`src/rtl/avalon_st_pkg.sv`:
```
// Shared constants, state encoding and byte selection for the operand packetizer.
// PKT_GAP_EN (optional macro) inserts a one-cycle bubble between the A and B packets.
package avalon_st_pkg;

    localparam int OP_W = 32;
    localparam logic [7:0] HDR_A = 8'h01;
    localparam logic [7:0] HDR_B = 8'h00;
    localparam int BEATS_PER_PKT = 5;
    localparam logic [2:0] LAST_BEAT = 3'(BEATS_PER_PKT - 1);

    typedef enum logic [1:0] {
        IDLE,
        SEND_A,
        GAP,
        SEND_B
    } pkt_state_e;

    // Beat k (1..4) carries operand bytes MSB first.
    function automatic logic [7:0] op_byte(
        input logic [OP_W-1:0] op,
        input logic [2:0]      k
    );
        logic [7:0] b;
        case (k)
            3'd1:    b = op[OP_W-1  -: 8];
            3'd2:    b = op[OP_W-9  -: 8];
            3'd3:    b = op[OP_W-17 -: 8];
            3'd4:    b = op[OP_W-25 -: 8];
            default: b = 8'h00;
        endcase
        return b;
    endfunction

endpackage

```
`src/rtl/avalon_st_byte_serializer.sv`:
```
// Serialises one header byte plus a 32-bit operand as a 5-beat packet.
// Outputs are registered and hold while the sink stalls.
module avalon_st_byte_serializer
    import avalon_st_pkg::*;
(
    input  logic            clk_in,
    input  logic            rst,
    input  logic            load,
    input  logic [7:0]      hdr,
    input  logic [OP_W-1:0] op,
    input  logic            ready_in,
    output logic            valid_out,
    output logic            startofpacket_out,
    output logic            endofpacket_out,
    output logic [7:0]      data_out,
    output logic            done
);

    logic [2:0] beat;
    logic [2:0] beat_nxt;
    logic       hs;
    logic       free;

    assign hs       = valid_out & ready_in;
    assign done     = hs & endofpacket_out;
    assign beat_nxt = beat + 3'd1;
    assign free     = ~valid_out | done;

    always_ff @(posedge clk_in or negedge rst) begin
        if (!rst) begin
            valid_out         <= 1'b0;
            startofpacket_out <= 1'b0;
            endofpacket_out   <= 1'b0;
            data_out          <= 8'h00;
            beat              <= 3'd0;
        end else if (load && free) begin
            valid_out         <= 1'b1;
            startofpacket_out <= 1'b1;
            endofpacket_out   <= 1'b0;
            data_out          <= hdr;
            beat              <= 3'd0;
        end else if (hs) begin
            if (endofpacket_out) begin
                valid_out         <= 1'b0;
                startofpacket_out <= 1'b0;
                endofpacket_out   <= 1'b0;
                data_out          <= 8'h00;
                beat              <= 3'd0;
            end else begin
                data_out        <= op_byte(op, beat_nxt);
                endofpacket_out <= (beat_nxt == LAST_BEAT);
                beat            <= beat_nxt;
            end
        end
    end

endmodule

```
`src/rtl/avalon_st_operand_packetizer.sv`:
```
// Accepts an (A,B) operand pair and emits an A packet then a B packet.
// Define PKT_GAP_EN to insert one idle cycle between the two packets.
module avalon_st_operand_packetizer
    import avalon_st_pkg::*;
#(
    parameter int         SZ    = 32,
    parameter logic [7:0] HDR_A = avalon_st_pkg::HDR_A,
    parameter logic [7:0] HDR_B = avalon_st_pkg::HDR_B
) (
    input  logic          clk_in,
    input  logic          rst,
    input  logic          cmd_valid,
    output logic          cmd_ready,
    input  logic [SZ-1:0] cmd_a,
    input  logic [SZ-1:0] cmd_b,
    input  logic          ready_in,
    output logic          valid_out,
    output logic          startofpacket_out,
    output logic          endofpacket_out,
    output logic [7:0]    data_out,
    output logic          busy,
    output logic [15:0]   pkt_cnt
);

    pkt_state_e    state;
    logic [SZ-1:0] op_a;
    logic [SZ-1:0] op_b;
    logic [15:0]   pkt_cnt_q;
    logic          load;
    logic [7:0]    hdr;
    logic [SZ-1:0] op_sel;
    logic          done;

    assign cmd_ready = (state == IDLE);
    assign busy      = (state != IDLE);
    assign pkt_cnt   = pkt_cnt_q;
    assign op_sel    = (state == SEND_B) ? op_b : op_a;

    // The next packet's header is loaded at the same edge the decision is made.
    always_comb begin
        load = 1'b0;
        hdr  = HDR_B;
        unique case (state)
            IDLE: begin
                load = cmd_valid;
                hdr  = HDR_A;
            end
`ifdef PKT_GAP_EN
            SEND_A: load = 1'b0;
`else
            SEND_A: load = done;
`endif
            GAP:    load = 1'b1;
            SEND_B: load = 1'b0;
        endcase
    end

    always_ff @(posedge clk_in or negedge rst) begin
        if (!rst) begin
            state     <= IDLE;
            op_a      <= '0;
            op_b      <= '0;
            pkt_cnt_q <= 16'h0000;
        end else begin
            if (done)
                pkt_cnt_q <= pkt_cnt_q + 16'd1;
            unique case (state)
                IDLE: begin
                    if (cmd_valid) begin
                        op_a  <= cmd_a;
                        op_b  <= cmd_b;
                        state <= SEND_A;
                    end
                end
                SEND_A: begin
`ifdef PKT_GAP_EN
                    if (done) state <= GAP;
`else
                    if (done) state <= SEND_B;
`endif
                end
                GAP:    state <= SEND_B;
                SEND_B: if (done) state <= IDLE;
            endcase
        end
    end

    avalon_st_byte_serializer u_ser (
        .clk_in            (clk_in),
        .rst               (rst),
        .load              (load),
        .hdr               (hdr),
        .op                (op_sel),
        .ready_in          (ready_in),
        .valid_out         (valid_out),
        .startofpacket_out (startofpacket_out),
        .endofpacket_out   (endofpacket_out),
        .data_out          (data_out),
        .done              (done)
    );

endmodule
```
`config.mk`:
```
export PLATFORM = sky130hd
export DESIGN_NAME = avalon_st_operand_packetizer
export DESIGN_NICKNAME = d
export VERILOG_FILES = /design/src/rtl/avalon_st_pkg.sv /design/src/rtl/avalon_st_byte_serializer.sv /design/src/rtl/avalon_st_operand_packetizer.sv
export SDC_FILE = /design/constraint.sdc
export NUM_CORES = 1
export LEC_CHECK = 0
export ABC_AREA = 1
export CORE_MARGIN = 1.5
export CORE_UTILIZATION = 54
export CTS_BUF_LIST = sky130_fd_sc_hd__clkbuf_4
export DETAILED_ROUTE_END_ITERATION = 10
export PLACE_DENSITY = 0.91
export SLEW_MARGIN = 20
export SYNTH_ARGS = -nofsm -noshare
export SYNTH_HDL_FRONTEND = slang
export SYNTH_HIERARCHICAL = 1
export SYNTH_SLANG_ARGS = --single-unit
```
`constraint.sdc`:
```
create_clock -name clk_in -period 2.2 [get_ports clk_in]
set_input_delay 0.66 -clock clk_in [delete_from_list [all_inputs] [get_ports clk_in]]
set_output_delay 0.66 -clock clk_in [all_outputs]
set_load 0.005 [all_outputs]
```
Yosys cells after proc, flatten, opt, wreduce, memory -nomap -nowiden. Cells that the tools add are included.

Flip-flop bits (word level): 95. Input port bits: 68. Output and inout port bits: 29. Word-level logic and storage cells: 52.

Add/sub/neg operators: 2. Equality and inequality tests: 10. Multiplexer cells: 20. Bitwise operators: 4. Reductions and logical operators: 8.

Operators with widths (count): 32-bit 2-to-1 mux (1); 8-bit case mux with 4 select lines (1); 8-bit 2-to-1 mux (3); 16-bit by 1-bit adder with 16-bit output, second input constant (1); 3-bit 2-to-1 mux (3); 2-bit case mux with 4 select lines (1); 1-bit 2-to-1 mux (7); 3-bit by 2-bit == test with 1-bit output, second input constant (2); 2-bit 2-to-1 mux (3); 2-bit inequality test, second input constant (3); 2-bit nonzero test (3); 2-bit == test, second input constant (2); 1-bit case mux with 4 select lines (1); 2-bit AND reduction (2); 3-bit by 1-bit adder with 3-bit output, second input constant (1); 3-bit by 1-bit == test with 1-bit output, second input constant (1); 3-bit == test, second input constant (1); 3-bit AND reduction (1); 1-bit AND (2); 2-bit by 1-bit == test with 1-bit output, second input constant (1); 2-bit zero test (1); 1-bit logical AND (1); 1-bit inverter (1); 1-bit OR (1).

Depth between registers and ports, before layout.
Depth after elaboration: 6. Depth in mapped cells: 13. Gate-level depth less buffers: 11.

Modules after synthesis. Netlist, hierarchy kept.

By module, submodules not included: avalon_st_operand_packetizer (times used 1, cells each 393, area an instance 3712.3 µm², sequential area each 2052.0 µm²); avalon_st_byte_serializer (times used 1, cells each 183, area an instance 1191.1 µm², sequential area each 325.3 µm²).

Least setup slack after synthesis. No wires, ideal clock.

Path kind: reg-to-reg. From: reg state[0]. To: reg u_ser.data_out[0]. Setup time: 0.116 ns. Data arrival time: 1.884 ns. Required time: 2.084 ns. Setup slack: 0.200 ns. Cell stages (with the launch flop): 14. Clock period less this slack: 2.000 ns. Cells stage by stage: dfrtp_1 inv_1 ha_1 nand2_1 buf_2 buf_2 o211ai_1 inv_1 nor2_2 nor2_4 nand2_1 nand2_1 inv_1 nand2_1.

RTL lines: from (decl) (line avalon_st_operand_packetizer.sv:25) `pkt_state_e state;`; from (signal assigned) (line avalon_st_operand_packetizer.sv:60) `state <= IDLE;`; from (signal assigned) (line avalon_st_operand_packetizer.sv:72) `state <= SEND_A;`; from (signal assigned) (line avalon_st_operand_packetizer.sv:79) `if (done) state <= SEND_B;`; 2-bit zero test *; via cmd_ready (line avalon_st_operand_packetizer.sv:13) `output logic cmd_ready,`; 1-bit case mux with 4 select lines * (line avalon_st_operand_packetizer.sv:43) `unique case (state)`; via load (line avalon_st_operand_packetizer.sv:29) `logic load;`; 1-bit logical AND * (line avalon_st_byte_serializer.sv:36) `end else if (load && free) begin`; 8-bit 2-to-1 mux or 2-bit nonzero test (tied branches); to (signal assigned) (line avalon_st_byte_serializer.sv:40) `data_out <= hdr;`; to (signal assigned) (line avalon_st_byte_serializer.sv:50) `data_out <= op_byte(op, beat_nxt);`; to (decl) (line avalon_st_byte_serializer.sv:15) `output logic [7:0] data_out,`.

Mark *: on every way through the listed nets, which the timed path passes. The rest lies on a longest branch. The select of a mux whose other input is x is not followed. A chain may end at the register's enable or synchronous reset.

Worst setup path after layout.
From: reg pkt_cnt_q[0], in the netlist pkt_cnt[0]. To: out pkt_cnt[0].

RTL lines: from (decl) (line avalon_st_operand_packetizer.sv:28) `logic [15:0] pkt_cnt_q;`; from (signal assigned) (line avalon_st_operand_packetizer.sv:66) `pkt_cnt_q <= pkt_cnt_q + 16'd1;`; to (decl) (line avalon_st_operand_packetizer.sv:22) `output logic [15:0] pkt_cnt`.

No word-level cell between the ends.

==> summary.md <==
| Metric | Value |
|---|---|
| CP Capture Type | `output pin` |
| Max FO, Critical Path | `4` |
| CTS buffer count | `9` |
| Measured slew at the worst slew-check pin | `0.5912 ns` |
| Most common cell after layout, fill and taps aside | `nand2_1` |
| Via density per instance | `5.481` |
| First-pass GRT wire length | `20.36 mm` |
| Crit-path max cell delay | `0.54 ns` |
| Critical path launch point type | `flip-flop` |
| Kind of critical path | `reg2out` |
| Initial Util | `55.95%` |
| Synthesized flop and latch total | `95` |
| Total track usage | `26.21%` |
| Layout Nets | `753` |
| Seq/Total Area, Yosys | `48.48%` |
| Mapped cell area | `4903 sq um` |
| Core Box Area | `8763 sq um` |
| Synthesized netlist cell count | `576` |
| Mean area per synthesized cell | `8.513 sq um` |
| Clock transition at the registers of the reported paths | `0.15 ns` |
| Most frequent cells in the layout | `126 x nand2_1, 93 x clkdlybuf4s50_1, 93 x dfrtp_1, 81 x inv_1, 47 x nor2_1` |
| Hold Fails Final Rpt | `0` |
| Final setup skew | `0.01605 ns` |
| CTS Hold Bufs | `0` |
| Starting DRT DRC Count | `387` |
| Number of synthesized flops with an enable pin | `0` |
| Cells along the critical path | `clkdlybuf4s50_1` |
| DRC | `0` |
| Post-synthesis cell type count | `30` |
| Worst EP required | `1.54 ns` |
| WL/cell | `15.64 um` |
| Tmin final | `2.122 ns` |
| PwrDens | `1187 nW/um^2` |
| CTS Sinks | `95` |
| Fmax | `471.2 MHz` |
| Via count | `4319` |
| HP Class | `in2async` |
| Final TNS setup | `0 ns` |
| Total congestion overflow | `0` |
| CTS tree | `done` |
| Setup crit start | `pkt_cnt[0]` |
| Max-Cap Viols | `0` |
| Crit path max-delay family | `buffers and inverters` |
| Gpl congestion | `0.8635` |
| Fin crit share | `96.46%` |
| Die Area | `9661 sq um` |
| Peak supply drop | `0.5373 mV` |
| Layout cells sized above 1 | `12.94%` |
| P&R area growth vs syn | `25.64%` |
| Dpl hpwl | `8.465 mm` |
| Run status | `finished clean` |
| Ports | `97` |
| Clk_lat worst skew | `0.46 ns` |
| Yosys warning count | `6` |
| Relative slew slack | `60.59%` |
| Port Buffer Count | `96` |
| Die width | `98.29 um` |
| Final WL | `12.32 mm` |
| Buf/Inv on CP | `1` |
| RSZ-0062 raised after global routing | `no` |
| Row count | `34` |
| Worst-path cell with the longest stage delay | `clkdlybuf4s50_1` |
| Leak | `3.013 nW` |
| Htree depth | `3` |
| Final setup fails | `0` |
| N_diodes | `0` |
| Largest net degree at the start of global routing | `96` |
| Root Driver | `clkbuf_4` |
| Post-synth ARST share | `100.0%` |
| Initial DRT Pass Iterations | `5` |
| Critical R2R Launch | `state[0]` |
| Critical Path AT | `1.46 ns` |
| Die Height | `98.29 um` |
| Layout Utilization | `70.30%` |
| CTS max path bufs | `2` |
| Vias in the first global route | `4367` |
| Final slew viol count | `0` |
| Post-route ant nets | `0` |
| Dominant synthesized flop cell | `dfrtp_1` |
| Initial antenna violation count | `0` |
## state kept, by name, indices dropped and copies added (netlist names)
register / cells
u_ser/endofpacket_out: 1
u_ser/startofpacket_out: 1
pkt_cnt: 16
state: 2
op_a: 32
op_b: 32
u_ser/beat: 3
u_ser/data_out: 8
## power breakdown
part	leakage [nW]	switching, mW	internal, mW
clock	0.0914	0.607	0.483
sequential	1.11	0.373	2.43
combinational	1.81	2.01	1.41
total	3.01	2.99	4.32
## per-layer routing
layer	global-route usage (%)	routed length (um)	vias to the layer above
li1	-	-	2004
met1	33.71	4964	2055
met2	43.94	6304	215
met3	3.937	677	45
met4	11.81	378	0
met5	0	0	-
## worst paths after layout
check / end / slack [ns] / cells after the start
setup / recovery: pkt_cnt[0] / 0.08 / 1
hold / removal: op_b[14] / 0.21 / 2
setup reg to reg: u_ser/data_out[5] / 0.25 / 9
hold reg to reg: op_a[2] / 0.52 / 2
max in group asynchronous: state[0] / 1.54 / 2
min in group clk_in: op_a[2] / 0.52 / 2
## area by class of cell
| type | instances | area (sq um) |
|---|---|---|
| Fill cell | 627 | 2603 |
| Sequential cell | 95 | 2380 |
| Multi-Input combinational cell | 372 | 2067 |
| Timing Repair Buffer | 109 | 1082 |
| Inverter | 88 | 330.3 |
| Tap cell | 108 | 135.1 |
| Clock inverter | 6 | 91.34 |
| Clock buffer | 10 | 75.07 |
## stage by stage
stage | power, mW | setup slack [ns] | instances | hold slack [ns] | cell area (sq um)
after floorplan | 5.101 | 0.1997 | 582 | 0.3644 | 4926
after global placement | 5.807 | -0.0005371 | 769 | 0.4857 | 5946
after detailed placement | 6.062 | -0.08774 | 769 | 0.4945 | 5946
after CTS | 7.216 | -0.06978 | 787 | 0.2444 | 6150
after global routing | 7.856 | 0.01828 | 788 | 0.2474 | 6161
final | 7.310 | 0.07790 | 788 | 0.2070 | 6161
## cell usage after synthesis, types with 2 or more instances
master,count,area (sq um)
xnor2_1,4,35.03
nor3_1,2,10.01
nor2_2,2,12.51
mux2_2,32,360.4
nand2_2,4,25.02
o21ai_0,40,200.2
nand2_1,127,476.7
inv_2,4,15.01
clkbuf_1,6,22.52
nand3_1,32,160.2
ha_1,10,125.1
buf_4,2,15.01
nor2_4,2,22.52
buf_6,4,45.04
nor2_1,47,176.4
a21oi_1,34,170.2
dfrtp_1,95,2377
nand4_1,15,93.84
xor2_1,6,52.55
buf_2,12,60.06
clkbuf_8,3,41.29
nand3_2,2,20.02
inv_1,84,315.3
## cells by family (layout without fill, tap and decap cells)
group           count (synthesis)  after routing  synth area share, %
compound gates                 78             78                8.497
xor+xnor                       10             10                1.786
fa+ha+maj                      10             10                2.552
buf+inv                       115            213                10.49
flops                          95             95                48.48
mux                            32             32                7.349
other cells                     1              7              0.07648
simple gates                  235            235                20.77
## repair_timing
item	4_1_cts	5_1_grt
gates resized for setup	8	2
setup endpoints to repair	10	2
gates cloned	0	0
setup buffers	2	1
Note: power is estimated with default switching activity, not from simulation.
